--- config.mk ---
export PLATFORM = sky130hd
export DESIGN_NAME = mem_ctrl_arbiter
export DESIGN_NICKNAME = d
export VERILOG_FILES = /design/src/rtl/mem_ctrl_arbiter_pkg.sv /design/src/rtl/mem_byte_sequencer.sv /design/src/rtl/mem_ctrl_arbiter.sv
export SDC_FILE = /design/constraint.sdc
export NUM_CORES = 1
export LEC_CHECK = 0
export ABC_CLOCK_PERIOD_IN_PS = 6600
export CORE_UTILIZATION = 55
export CTS_CLUSTER_SIZE = 24
export DETAILED_ROUTE_END_ITERATION = 8
export PLACE_DENSITY_LB_ADDON = 0.05
export SETUP_SLACK_MARGIN = 0.02
export SLEW_MARGIN = 20
export SYNTH_ARGS = -nofsm -noshare
export SYNTH_HDL_FRONTEND = slang
export SYNTH_SLANG_ARGS = --single-unit
export TNS_END_PERCENT = 30
--- constraint.sdc ---
create_clock -name clk -period 6.6 [get_ports clk]
set_clock_uncertainty 0.1 [all_clocks]
set_input_delay 0.99 -clock clk [delete_from_list [all_inputs] [get_ports clk]]
set_output_delay 0.99 -clock clk [all_outputs]
set_load 0.01 [all_outputs]
--- src/rtl/mem_ctrl_arbiter_pkg.sv ---
// Shared definitions for the memory-port arbiter: FSM states, LSB size codes,
// grant owners and the size-to-byte-count helper.
package mem_ctrl_arbiter_pkg;

    typedef enum logic [1:0] {
        ST_IDLE  = 2'd0,
        ST_READ  = 2'd1,
        ST_WRITE = 2'd2
    } state_t;

    typedef enum logic [1:0] {
        SZ_BYTE     = 2'b00,
        SZ_HALF     = 2'b01,
        SZ_WORD     = 2'b10,
        SZ_WORD_ALT = 2'b11
    } lsb_size_t;

    typedef enum logic {
        GR_IF  = 1'b0,
        GR_LSB = 1'b1
    } grant_t;

    localparam logic       VALID         = 1'b1;
    localparam logic       INVALID       = 1'b0;
    localparam logic [7:0] NULL_BYTE     = 8'h00;
    localparam logic [1:0] IO_HI_DEFAULT = 2'b11;

    // Code 11 is not a legal LSB size; it is serviced as a word.
    function automatic logic [2:0] size_to_len(input lsb_size_t size);
        case (size)
            SZ_BYTE: return 3'd1;
            SZ_HALF: return 3'd2;
            default: return 3'd4;
        endcase
    endfunction

endpackage

--- src/rtl/mem_byte_sequencer.sv ---
// Per-access byte sequencer: holds base address, length and store data, counts
// bytes and assembles little-endian read lanes for the arbiter.
module mem_byte_sequencer #(
    parameter int ADDR_W = 32,
    parameter int DATA_W = 32,
    parameter int CNT_W  = $clog2(DATA_W / 8) + 1
) (
    input  logic              clk,
    input  logic              rst,
    input  logic              rdy,
    input  logic              load,
    input  logic              advance,
    input  logic              capture,
    input  logic [ADDR_W-1:0] load_addr,
    input  logic [CNT_W-1:0]  load_len,
    input  logic [DATA_W-1:0] load_wdata,
    input  logic [7:0]        mem_din,
    output logic [CNT_W-1:0]  cnt,
    output logic [CNT_W-1:0]  len,
    output logic [ADDR_W-1:0] cur_addr,
    output logic [ADDR_W-1:0] nxt_addr,
    output logic [7:0]        cur_byte,
    output logic [DATA_W-1:0] rd_word
);

    localparam int LANE_W = CNT_W - 1;

    logic [ADDR_W-1:0] base;
    logic [DATA_W-1:0] wdata;
    logic [DATA_W-1:0] rd_buf;
    logic [LANE_W-1:0] wr_lane;
    logic [LANE_W-1:0] cap_lane;

    // Read data for lane k arrives while the counter already points at k+1.
    assign wr_lane  = cnt[LANE_W-1:0];
    assign cap_lane = cnt[LANE_W-1:0] - 1'b1;
    assign cur_addr = base + ADDR_W'(cnt);
    assign nxt_addr = cur_addr + 1'b1;
    assign cur_byte = wdata[8*wr_lane +: 8];

    always_comb begin
        rd_word = rd_buf;
        rd_word[8*cap_lane +: 8] = mem_din;
    end

    always_ff @(posedge clk) begin
        if (rst) begin
            base   <= '0;
            len    <= '0;
            wdata  <= '0;
            cnt    <= '0;
            rd_buf <= '0;
        end else if (rdy) begin
            if (load) begin
                base   <= load_addr;
                len    <= load_len;
                wdata  <= load_wdata;
                cnt    <= advance ? CNT_W'(1) : '0;
                rd_buf <= '0;
            end else begin
                if (advance) cnt <= cnt + 1'b1;
                if (capture) rd_buf <= rd_word;
            end
        end
    end

endmodule

--- src/rtl/mem_ctrl_arbiter.sv ---
// Owner of the 8-bit RAM/IO port: round-robin arbitration between instruction
// fetch and the load/store buffer, byte-serial sequencing, IO stall and flush.
module mem_ctrl_arbiter
    import mem_ctrl_arbiter_pkg::*;
#(
    parameter int         ADDR_W = 32,
    parameter int         DATA_W = 32,
    parameter logic [1:0] IO_HI  = IO_HI_DEFAULT
) (
    input  logic              clk,
    input  logic              rst,
    input  logic              rdy,
    input  logic [7:0]        mem_din,
    output logic [7:0]        mem_dout,
    output logic [ADDR_W-1:0] mem_a,
    output logic              mem_wr,
    input  logic              io_buffer_full,
    input  logic              flush,
    input  logic              if_req,
    input  logic [ADDR_W-1:0] if_addr,
    output logic              if_done,
    output logic [DATA_W-1:0] if_data,
    input  logic              lsb_req,
    input  logic              lsb_wr,
    input  logic [1:0]        lsb_size,
    input  logic [ADDR_W-1:0] lsb_addr,
    input  logic [DATA_W-1:0] lsb_wdata,
    output logic              lsb_done,
    output logic [DATA_W-1:0] lsb_rdata
);

    localparam int CNT_W = $clog2(DATA_W / 8) + 1;

    state_t state, state_nxt;
    grant_t last_grant, last_grant_nxt;
    grant_t owner, owner_nxt;

    logic [ADDR_W-1:0] mem_a_nxt;
    logic [7:0]        mem_dout_nxt;
    logic              mem_wr_nxt;
    logic              if_done_nxt, lsb_done_nxt;
    logic [DATA_W-1:0] if_data_nxt, lsb_rdata_nxt;

    logic              seq_load, seq_adv, seq_cap;
    logic [ADDR_W-1:0] load_addr;
    logic [CNT_W-1:0]  load_len;
    logic [DATA_W-1:0] load_wdata;
    logic [CNT_W-1:0]  seq_cnt, seq_len;
    logic [ADDR_W-1:0] seq_cur_addr, seq_nxt_addr;
    logic [7:0]        seq_cur_byte;
    logic [DATA_W-1:0] seq_rd_word;

    logic if_elig, lsb_elig, pick_lsb;

    function automatic logic io_stall(input logic full, input logic [ADDR_W-1:0] a);
        return full && (a[17:16] == IO_HI);
    endfunction

    mem_byte_sequencer #(
        .ADDR_W (ADDR_W),
        .DATA_W (DATA_W),
        .CNT_W  (CNT_W)
    ) u_seq (
        .clk        (clk),
        .rst        (rst),
        .rdy        (rdy),
        .load       (seq_load),
        .advance    (seq_adv),
        .capture    (seq_cap),
        .load_addr  (load_addr),
        .load_len   (load_len),
        .load_wdata (load_wdata),
        .mem_din    (mem_din),
        .cnt        (seq_cnt),
        .len        (seq_len),
        .cur_addr   (seq_cur_addr),
        .nxt_addr   (seq_nxt_addr),
        .cur_byte   (seq_cur_byte),
        .rd_word    (seq_rd_word)
    );

    // A requester whose done is high this cycle is about to drop its request.
    assign if_elig  = if_req && !if_done && !flush;
    assign lsb_elig = lsb_req && !lsb_done;
    assign pick_lsb = lsb_elig && (!if_elig || last_grant == GR_IF);

    always_comb begin
        state_nxt      = state;
        last_grant_nxt = last_grant;
        owner_nxt      = owner;
        mem_a_nxt      = '0;
        mem_dout_nxt   = NULL_BYTE;
        mem_wr_nxt     = INVALID;
        if_done_nxt    = INVALID;
        lsb_done_nxt   = INVALID;
        if_data_nxt    = if_data;
        lsb_rdata_nxt  = lsb_rdata;
        seq_load       = 1'b0;
        seq_adv        = 1'b0;
        seq_cap        = 1'b0;
        load_addr      = '0;
        load_len       = '0;
        load_wdata     = '0;

        case (state)
            ST_IDLE: begin
                if (if_elig || lsb_elig) begin
                    seq_load = 1'b1;
                    if (pick_lsb) begin
                        owner_nxt      = GR_LSB;
                        last_grant_nxt = GR_LSB;
                        load_addr      = lsb_addr;
                        load_len       = CNT_W'(size_to_len(lsb_size_t'(lsb_size)));
                        load_wdata     = lsb_wdata;
                        if (lsb_wr) begin
                            state_nxt = ST_WRITE;
                            // Byte 0 goes out on the grant edge unless the IO sink is full.
                            if (!io_stall(io_buffer_full, lsb_addr)) begin
                                seq_adv      = 1'b1;
                                mem_wr_nxt   = VALID;
                                mem_a_nxt    = lsb_addr;
                                mem_dout_nxt = lsb_wdata[7:0];
                            end
                        end else begin
                            state_nxt = ST_READ;
                            mem_a_nxt = lsb_addr;
                        end
                    end else begin
                        owner_nxt      = GR_IF;
                        last_grant_nxt = GR_IF;
                        load_addr      = if_addr;
                        load_len       = CNT_W'(DATA_W / 8);
                        state_nxt      = ST_READ;
                        mem_a_nxt      = if_addr;
                    end
                end
            end

            ST_READ: begin
                if (flush) begin
                    state_nxt = ST_IDLE;
                end else if (seq_cnt == seq_len) begin
                    state_nxt = ST_IDLE;
                    if (owner == GR_IF) begin
                        if_done_nxt = VALID;
                        if_data_nxt = seq_rd_word;
                    end else begin
                        lsb_done_nxt  = VALID;
                        lsb_rdata_nxt = seq_rd_word;
                    end
                end else begin
                    seq_adv = 1'b1;
                    seq_cap = (seq_cnt != '0);
                    if (seq_cnt + 1'b1 < seq_len) mem_a_nxt = seq_nxt_addr;
                end
            end

            ST_WRITE: begin
                if (seq_cnt == seq_len) begin
                    state_nxt    = ST_IDLE;
                    lsb_done_nxt = VALID;
                end else if (!io_stall(io_buffer_full, seq_cur_addr)) begin
                    seq_adv      = 1'b1;
                    mem_wr_nxt   = VALID;
                    mem_a_nxt    = seq_cur_addr;
                    mem_dout_nxt = seq_cur_byte;
                end
            end

            default: state_nxt = ST_IDLE;
        endcase
    end

    always_ff @(posedge clk) begin
        if (rst) begin
            state      <= ST_IDLE;
            last_grant <= GR_IF;
            owner      <= GR_IF;
            mem_a      <= '0;
            mem_dout   <= '0;
            mem_wr     <= 1'b0;
            if_done    <= 1'b0;
            lsb_done   <= 1'b0;
            if_data    <= '0;
            lsb_rdata  <= '0;
        end else if (rdy) begin
            state      <= state_nxt;
            last_grant <= last_grant_nxt;
            owner      <= owner_nxt;
            mem_a      <= mem_a_nxt;
            mem_dout   <= mem_dout_nxt;
            mem_wr     <= mem_wr_nxt;
            if_done    <= if_done_nxt;
            lsb_done   <= lsb_done_nxt;
            if_data    <= if_data_nxt;
            lsb_rdata  <= lsb_rdata_nxt;
        end
    end

endmodule

==> run_results.csv <==
group,metric,value,unit
critical_path,slowest_delay,0.79,ns
run,max_cap_violations,0,
final_layout,n_antenna_cell,0,
sta,fin_tns_setup,0,ns
floorplan,boundaryPins,221,
critical_path,reg2reg_depth,10,
route,antenna_left,0,
final_layout,stdcell_count,1795,
critical_path,crit_chain,"inv_1 > fa_1 > nor2b_1 > o21ai_1 > nor3_1 > xor2_1 > a311o_1 > a31oi_1 > a2111oi_0 > a31o_1",
clocking,cts_buffers,23,
sta,period_needed,4.76,ns
final_layout,final_area,0.0141,mm²
final_layout,drive_gt1_frac,0.0621,
power,p_clk_frac,0.411,
final_layout,num-fill-cells,1562,
yosys,synthArstFlopShare,0,
min_path,holdCritPathClass,"reg2reg",
placement,io_buffer_count,220,
yosys,synth_cell_types,79,
clocking,post_cts_resized,0,
critical_path,critPathKind,"reg2reg",
placement,place_congestion,0.959,
critical_path,cpMaxStageDelayCell,"dfxtp_1",
power,switching_share,0.273,
clocking,clk_pin_slew_worst_paths,0.07,ns
sta,fin_crit_sh,0.721,
route,wire_per_inst,18.5,µm
yosys,synth_nets,1484,
sta,setup_viol,0,
critical_path,crit_path_end_kind,"register",
floorplan,initial_core_util,0.564,
yosys,ys_warn_count,0,
floorplan,die_w,144,µm
clocking,cts_sinks,212,
final_layout,fin_nets,1647,
critical_path,path_buf_inv,1,
route,viasPerCell,5.97,
floorplan,core_region_area,0.0195,mm²
global_routing,grt_pass1_wl,52100,µm
global_routing,met3_usage,0.0500,
route,drt_iter0_drc,824,
critical_path,rr_endpoint,"u_seq.cnt[2]",
final_layout,final_cell_mix,"clkdlybuf4s50_1, dfxtp_1, nor2_1, nand2_1, a21oi_1",
power,intPower,0.00223,W
global_routing,antenna_found_initial,0,
clocking,worstSkewPairLatency,0.53,ns
route,dr.pass1.iters,5,
final_layout,mostFrequentLayoutCell,"clkdlybuf4s50_1",
route,drt_wl_total,33300,µm
min_path,min_to,"u_seq.rd_buf[3]",
sta,slew_headroom,0.317,
route,drt_drc_violations_left,0,
yosys,synth_edf_count,0,
critical_path,critical_path_arrival,5.14,ns
placement,dp_hpwl,23300,µm
clocking,hold_buffers,0,
floorplan,dieArea,0.0206,mm²
yosys,syn_avg_cell_area,8.15,µm²
yosys,seq_area_frac_synth,0.385,
critical_path,reg2reg_from,"u_seq.cnt[1]",
sta,final-max-slew-violation-count,0,
min_path,holdPathStages,2,
critical_path,startpoint_type,"register",
route,vias,10713,
power,p_seq_frac,0.449,
clocking,cts_tree,"built",
global_routing,grt_util_all_layers,0.320,
global_routing,grt_overflow,0,
critical_path,cp.required,6.98,ns
min_path,hp-start,"u_seq.rd_buf[3]",
global_routing,grt_pass1_vias,9810,
power,p_leak,4.78,nW
sta,tightest_slew,1.02,ns
critical_path,path_max_fanout,15,
placement,dp.cells,1755,
global_routing,busiest_layer,"met2",
power,power_switching,0.000838,W
global_routing,grt_max_degree,100,
critical_path,critical_path.top_delay_family,"compound AO/OA/AOI/OAI gates",
floorplan,rows,51,
power,pwr-share-comb,0.140,
power,ir_worst_vdd,0.149,mV
clocking,postCtsSetupBuffers,0,
sta,fmax,210,MHz
power,power.density,218,mW/mm²
yosys,syn_area,0.0110,mm²
status,status,"complete, no violations",
global_routing,gr-usage-met2,0.524,
yosys,ys_ff_latch,212,
yosys,yosys_most_used_dff,"dfxtp_1",
sta,rsz0062_at_grt,"no",
clocking,root_buffer,"clkbuf_16",
floorplan,die_h,144,µm
placement,placed_area,0.0134,mm²
sta,hold_viol,0,
yosys,synthCells,1352,
final_layout,syn2layout_area_growth,27.9,%
clocking,htree_levels,1,
clocking,clockBufferDepth,3,
critical_path,reg2reg_slack,1.84,ns
global_routing,grt_use_met1,0.437,
worst min-delay path, stage by stage, from the launching register on:
cell     delay, ns
dfxtp_1       0.31
nand2_1       0.05
a21oi_1       0.05
how the worst max path moves through the flow:
stage	from	endpoint	slack [ns]	depth (start not counted)
5_1_grt	u_seq.cnt[1]	u_seq.cnt[2]	1.54	10
3_5_place_dp	u_seq.cnt[1]	u_seq.cnt[2]	1.89	10
6_report	u_seq.cnt[1]	u_seq.cnt[2]	1.84	10
2_1_floorplan	u_seq.cnt[1]	mem_a[26]	2.79	12
3_3_place_gp	u_seq.cnt[1]	u_seq.cnt[2]	2.09	10
4_1_cts	u_seq.cnt[1]	u_seq.cnt[2]	1.87	10
Yosys cell counts (4+ instances only):
library cell	count	share of area
a211oi_1	102	0.070
a21o_1	4	0.0027
a21oi_1	128	0.058
a221oi_1	4	0.0032
a22o_1	14	0.011
a22oi_1	16	0.011
and2_1	7	0.0040
and3_1	14	0.0080
buf_1	10	0.0034
buf_2	10	0.0045
clkbuf_1	81	0.028
dfxtp_1	212	0.39
ha_1	17	0.019
inv_1	20	0.0068
mux2i_1	33	0.030
mux4_2	8	0.016
nand2_1	129	0.044
nand2b_1	41	0.023
nand3_1	60	0.027
nand4_1	13	0.0074
nor2_1	150	0.051
nor2b_1	41	0.023
nor3_1	32	0.015
nor4_1	8	0.0045
nor4b_1	5	0.0040
o211ai_1	5	0.0034
o21ai_0	25	0.011
o21ai_1	15	0.0068
o22ai_1	15	0.0085
o2bb2ai_1	5	0.0040
o311ai_0	4	0.0032
or3_1	5	0.0028
xnor2_1	25	0.020
xor2_1	24	0.019
power groups by stage:
stage          Clock, W  Combinational [W]  Sequential, W
2_1_floorplan         0           0.000242        0.00139
3_3_place_gp          0           0.000420        0.00140
3_5_place_dp          0           0.000426        0.00140
4_1_cts         0.00127           0.000428        0.00138
5_1_grt         0.00133           0.000468        0.00138
6_report        0.00126           0.000430        0.00138
kinds of logic after synthesis:
group                      after synthesis  synth area share
and+or+nand+nor                        531             0.237
AOI/OAI and AO/OA                      375             0.224
DFF                                    212             0.385
buffers and inverters                  123            0.0441
xor gates and xnor gates                49            0.0390
muxes                                   43            0.0484
adders and majority gates               19            0.0220
final cells by class:
class | count | area, µm² | share of cell area
clock buffer | 31 | 656 | 0.0465
clock inverter | 9 | 81.3 | 0.00577
inverter | 20 | 75.1 | 0.00533
multi-input combinational | 1017 | 6340 | 0.450
sequential | 212 | 4240 | 0.301
tap | 265 | 332 | 0.0235
timing repair buffer | 241 | 2360 | 0.168
flip-flops by register name (all words and copies together), names as in the netlist:
name and flops:
if_data 32, lsb_rdata 32, mem_a 32, u_seq.base 32, u_seq.rd_buf 32, u_seq.wdata 32
mem_dout 8, u_seq.cnt 3, u_seq.len 3, state 2, if_done 1, lsb_done 1
mem_wr 1, owner 1
routing by layer:
layer,part of all wire,vias up
met4,0.022,0
li1,-,5190
met3,0.072,47
met5,0,-
met1,0.44,5033
met2,0.47,443
stage by stage:
step            util  hold slack, ns  power (W)  setup WS [ns]
2_1_floorplan      -           0.327    0.00163           2.79
3_3_place_gp   0.684           0.333    0.00182           2.09
3_5_place_dp   0.684           0.334    0.00183           1.89
4_1_cts        0.721           0.348    0.00308           1.87
6_report       0.721           0.349    0.00307           1.84
5_1_grt        0.721           0.363    0.00318           1.54
Power figures use the tool's default switching activity.
